--- src/rtl/context_scheduler.sv ---
// Round-robin time-slice scheduler: keeps a saved PC per program slot, counts retired
// instructions against a quantum and sequences register-bank save/load between slices.
module context_scheduler #(
   parameter int NPROC      = 4,
   parameter int QUANTUM    = 16,
   parameter int SLOT_BYTES = 1024,
   parameter int PCW        = 32
) (
   input  logic             CLK,
   input  logic             reset,
   input  logic             enable,
   input  logic [NPROC-1:0] proc_valid,
   input  logic             step,
   input  logic             halt,
   input  logic             io_wait,
   input  logic [PCW-1:0]   pc_current,
   input  logic             save_ack,
   input  logic             load_ack,
   output logic             save_req,
   output logic             load_req,
   output logic             pc_load,
   output logic [PCW-1:0]   pc_out,
   output logic [2:0]       cur_pid,
   output logic             running,
   output logic             all_done
);

   typedef enum logic [2:0] {
      S_IDLE,
      S_LOAD,
      S_RUN,
      S_SAVE,
      S_SELECT
   } state_t;

   state_t r_state, w_state_nxt;

   // Slot tables span the full 3-bit pid range so cur_pid indexes them directly.
   logic [PCW-1:0] r_pc_table [8];
   logic [7:0]     r_finished;
   logic [7:0]     w_ready;
   logic [15:0]    r_count;
   logic [2:0]     r_cur_pid;
   logic           r_all_done;
   logic           w_dec;
   logic           w_expire;
   logic [2:0]     w_first_ready;
   logic [2:0]     w_next_ready;

   assign w_ready  = 8'(proc_valid) & ~r_finished;
   assign w_dec    = step & ~io_wait;
   assign w_expire = w_dec && (r_count == 16'd1);

   always_comb begin
      w_first_ready = '0;
      for (int unsigned i = 0; i < NPROC; i++) begin
         if (w_ready[3'(NPROC - 1 - i)]) w_first_ready = 3'(NPROC - 1 - i);
      end
      // Farthest offset first so the nearest successor wins; cur_pid itself is checked last.
      w_next_ready = r_cur_pid;
      for (int unsigned k = 0; k < NPROC; k++) begin
         if (w_ready[3'((32'(r_cur_pid) + NPROC - k) % NPROC)])
            w_next_ready = 3'((32'(r_cur_pid) + NPROC - k) % NPROC);
      end
   end

   always_comb begin
      w_state_nxt = r_state;
      save_req    = 1'b0;
      load_req    = 1'b0;
      pc_load     = 1'b0;
      pc_out      = '0;
      running     = 1'b0;
      case (r_state)
         S_IDLE: begin
            if (enable && (w_ready != '0)) w_state_nxt = S_LOAD;
         end
         S_LOAD: begin
            load_req = 1'b1;
            if (load_ack) begin
               pc_load     = 1'b1;
               pc_out      = r_pc_table[r_cur_pid];
               w_state_nxt = S_RUN;
            end
         end
         S_RUN: begin
            running = 1'b1;
            if (halt)          w_state_nxt = S_SELECT;
            else if (w_expire) w_state_nxt = S_SAVE;
         end
         S_SAVE: begin
            save_req = 1'b1;
            if (save_ack) w_state_nxt = S_SELECT;
         end
         S_SELECT: begin
            if ((w_ready == '0) || !enable) w_state_nxt = S_IDLE;
            else                            w_state_nxt = S_LOAD;
         end
         default: w_state_nxt = S_IDLE;
      endcase
   end

   always_ff @(posedge CLK or negedge reset) begin
      if (!reset) begin
         r_state    <= S_IDLE;
         r_finished <= '0;
         r_count    <= '0;
         r_cur_pid  <= '0;
         r_all_done <= 1'b0;
         for (int unsigned i = 0; i < 8; i++) r_pc_table[i] <= PCW'(i * SLOT_BYTES);
      end else begin
         r_state <= w_state_nxt;
         case (r_state)
            S_IDLE: begin
               if ((w_ready == '0) && (proc_valid != '0)) r_all_done <= 1'b1;
               if (enable && (w_ready != '0))             r_cur_pid  <= w_first_ready;
            end
            S_LOAD: begin
               if (load_ack) r_count <= 16'(QUANTUM);
            end
            S_RUN: begin
               if (w_dec && (r_count != '0)) r_count <= r_count - 16'd1;
               if (halt)          r_finished[r_cur_pid] <= 1'b1;
               else if (w_expire) r_pc_table[r_cur_pid] <= pc_current;
            end
            S_SELECT: begin
               if (w_ready == '0) r_all_done <= 1'b1;
               else if (enable)   r_cur_pid  <= w_next_ready;
            end
            default: ;
         endcase
      end
   end

   assign cur_pid  = r_cur_pid;
   assign all_done = r_all_done;

endmodule
--- config.mk ---
export PLATFORM = sky130hd
export DESIGN_NAME = context_scheduler
export DESIGN_NICKNAME = d
export VERILOG_FILES = /design/src/rtl/context_scheduler.sv
export SDC_FILE = /design/constraint.sdc
export NUM_CORES = 1
export LEC_CHECK = 0
export ABC_CLOCK_PERIOD_IN_PS = 2300
export CORE_MARGIN = 5
export CORE_UTILIZATION = 45
export CTS_BUF_LIST = sky130_fd_sc_hd__clkbuf_2 sky130_fd_sc_hd__clkbuf_4 sky130_fd_sc_hd__clkbuf_8
export CTS_CLUSTER_SIZE = 25
export DETAILED_ROUTE_END_ITERATION = 10
export GPL_ROUTABILITY_DRIVEN = 0
export PLACE_DENSITY = 0.7
export SLEW_MARGIN = 20
export SYNTH_ARGS = -nofsm -noshare
export SYNTH_HDL_FRONTEND = slang
export SYNTH_SLANG_ARGS = --single-unit
--- constraint.sdc ---
create_clock -name CLK -period 2.3 [get_ports CLK]
set_clock_uncertainty 0.1 [all_clocks]
set_input_delay 0.46 -clock CLK [delete_from_list [all_inputs] [get_ports CLK]]
set_output_delay 0.46 -clock CLK [all_outputs]
set_load 0.05 [all_outputs]
==> results.md <==
* DR WL/cell at 23.2 µm
* Layout cells sized above 1 at 54.6%
* Reg-to-Reg End: r_pc_table[174]
* TritonCTS clock tree: done
* Top post-synthesis cells by area: dfrtp_1 47%, mux2_4 23%, mux4_2 9.3%
* Boundary pin count at 84
* Sequential share of the synthesized area at 48.2%
* Residual DRC at 0
* Antenna violations before repair at 0
* Clock sinks at 154
* Core area at 17,400 µm²
* CP max stage cell: mux4_2
* Adder-cell area share of the yosys netlist at 0.938%
* Detailed-route via count at 5,062
* Main combinational cell family by area after synthesis: multiplexers
* Status: finished with violations
* Final hold violations at 0
* Combinational share of power at 40.1%
* Slew Viols, Final at 0
* Num rows at 48
* Place WS at -0.0780 ns
* Power Internal at 5.71 mW
* CP Data Required Time at 1.74 ns
* Xor and xnor fraction of the mapped netlist area at 0.656%
* WP depth at 5
* Multi-input gate area at 4010 µm²
* Bufs and invs on worst path at 3
* Max cap viols at 0
* Fin Hold WS at 0.350 ns
* Area post-placement at 9610 µm²
* Sw Share at 33.5%
* Hold/Removal Path Class: reg -> reg
* Ordered cell list for the critical path: buf_12 > buf_16 > mux4_2 > and3_4 > buf_12
* Failing checks: negative setup slack
* Syn Area/Cell at 15.5 µm²
* DIE HEIGHT at 143 µm
* CP endpoint kind: output pin
* Port-buffer cells at 82
* Horiz. Die Dim at 143 µm
* Dpl cells at 835
* Crit-path max FO at 6
* Synth Net Count at 565
* Fin area at 10,900 µm²
* Fmax at 0.388 GHz
* R2r startpoint: r_count[8]
* Ys flop type: dfrtp_1
* Final ANT Viol Nets at 0
* Worst-Skew Late Latency at 0.44 ns
* Setup WS post-layout at -0.277 ns
* Iter 0 DRT Violations at 320
* Ys async rst share at 100%
* Routed wire length at 21.0 mm
* Sequential cell area at 3860 µm²
* Number of flops mapped to enable cells by yosys at 0
* Non-filler instance count after layout at 903
* Area leader, netlist: dfrtp_1
* Initial Utilization at 46.1%
* CP startpoint: cur_pid[0]
* P&R area growth vs syn at 36.4%
* GRT overflow at 0
* Pin count of the biggest net entering global routing at 60
* Final Critical Period at 2.58 ns
* Antenna diodes at 0
* Setup TNS at -7.52 ns
* Critical path destination: pc_out[30]
* P_leak at 5.41 nW
* RSZ-0062 raised after global routing: true
* Vias in the first global route at 5,510
* Kind of critical path: reg -> out
* Clock tree buffer depth at 2
* P per Cell Area at 786 nW/µm²
* Finished Core Util at 62.9%
* Period utilization at 112%
* Warnings, synthesis at 0
* Die ar. at 20,600 µm²
* Clock power frac at 25.1%
* Synthesized instance count at 515
* # setup viols final at 36
* Netlist cell types at 58
* Worst setup SP type: register
* Complex-gate fraction of the synthesized area at 2.69%
* Post-Synth Simple-Gate Area at 8.97%
* Vias per inst at 5.61
* Rel. slew slack at 56.6%
* Worst Tran Pin Value at 0.650 ns
* Psw at 2.87 mW
* Critical Path Max Stage Delay at 0.51 ns
* DP HPWL at 12.0 mm
* TritonRoute pass-1 iters at 5
* Total track usage at 19.8%
* Count of filler cells inserted in the layout at 1,192
* Critical path's top delay family: multiplexers
* Most used cell, CP: buf_12
* Area share of the largest cell type after synthesis at 46.9%
* Number of synthesized register bits at 154
* Total power draw at 8.58 mW
* Htree depth at 4
* R2R Setup Slk at -0.01 ns
* Worst vdd ir at 0.677 mV
* First-pass GRT wire length at 31.2 mm
* Worst r2r path cells at 7
* Clock buffers created by TritonCTS at 17
* Clk root buf: clkbuf_8
* NumNets Final at 717
* Flop pwr share at 34.8%
* Synthesized area at 8010 µm²
* CTS clk-pin slew, worst paths at 0.08 ns
* Post-synthesis mux area share at 34.2%
* Critical Path AT at 2.02 ns
==> routing by layer <==
metal	GRT usage, %	wire length (µm)
met5	0	0
met4	6.64	388
met3	3.89	986
met2	32.7	10500
met1	26.3	9160
==> final cells by class <==
type / instances / share of cell area (%)
Timing Repair Buffer: 163 / 21.3
Multi-Input combinational cell: 324 / 36.8
Sequential cell: 154 / 35.4
Inverter: 7 / 0.298
Tap cell: 225 / 2.58
Clock inverter: 10 / 1.32
Clock buffer: 20 / 2.41
==> cells in the final DEF, fill, tap and decap left out, drive strengths merged, types with 9 or more instances in the layout <==
master,Yosys,final
and3,34,34
dfrtp,150,150
nor2,16,16
clkbuf,12,29
mux2,129,129
mux4,33,33
mux2i,9,9
clkdlybuf4s50,0,43
nand2,16,16
buf,18,109
==> power by group through the flow <==
stage	clock network (mW)	registers, mW	logic [mW]
after floorplan	0	3.08	1.44
after global placement	0	3.01	2.49
after detailed placement	0	3.02	2.52
after CTS	2.18	2.97	3.35
after global routing	2.29	3.00	3.65
final	2.15	2.98	3.44
==> how the worst min path moves through the flow <==
stage | from | end | slack, ns | depth (start not counted)
2_1_floorplan | reset | all_done | 0.06 | 0
3_3_place_gp | r_finished[1] | r_finished[1] | 0.33 | 1
3_5_place_dp | r_finished[1] | r_finished[1] | 0.34 | 1
4_1_cts | r_finished[1] | r_finished[1] | 0.35 | 1
5_1_grt | r_finished[2] | r_finished[2] | 0.37 | 1
6_report | r_finished[2] | r_finished[2] | 0.35 | 1
==> cell families after synthesis <==
kind of cell | after synthesis
DFF | 154
and+or+nand+nor | 110
AOI/OAI and AO/OA | 30
adders and majority gates | 6
xor gates and xnor gates | 6
other | 1
muxes | 171
buffers and inverters | 37
==> Yosys cell counts (all sizes together) (2+ instances only) <==
| master | count |
|---|---|
| a21oi | 3 |
| nor3b | 3 |
| nor3 | 4 |
| nand3 | 3 |
| and4b | 2 |
| nand2 | 16 |
| and3 | 34 |
| dfstp | 4 |
| a31oi | 4 |
| xor2 | 5 |
| o311ai | 2 |
| and2 | 2 |
| nand4 | 7 |
| clkbuf | 12 |
| mux4 | 33 |
| inv | 7 |
| or3 | 2 |
| a21o | 5 |
| dfrtp | 150 |
| o21ai | 4 |
| nor2b | 5 |
| nand2b | 6 |
| nor2 | 16 |
| nor4 | 5 |
| mux2i | 9 |
| mux2 | 129 |
| ha | 6 |
| nand4b | 2 |
| buf | 18 |
==> flip-flops by register name, indices dropped and copies added, names as in the netlist <==
name	count
cur_pid	2
all_done	1
r_state	3
r_pc_table	128
r_finished	4
r_count	16
==> what timing repair did <==
action | CTS | global route
endpoints found under the hold margin | 47 | 0
resized for setup | 50 | 17
pin swaps | 15 | 4
setup buffers | 14 | 8
setup endpoints to repair | 34 | 155
cloned | 8 | 9
hold buffers | 1 | 0
Power figures use the tool's default switching activity.
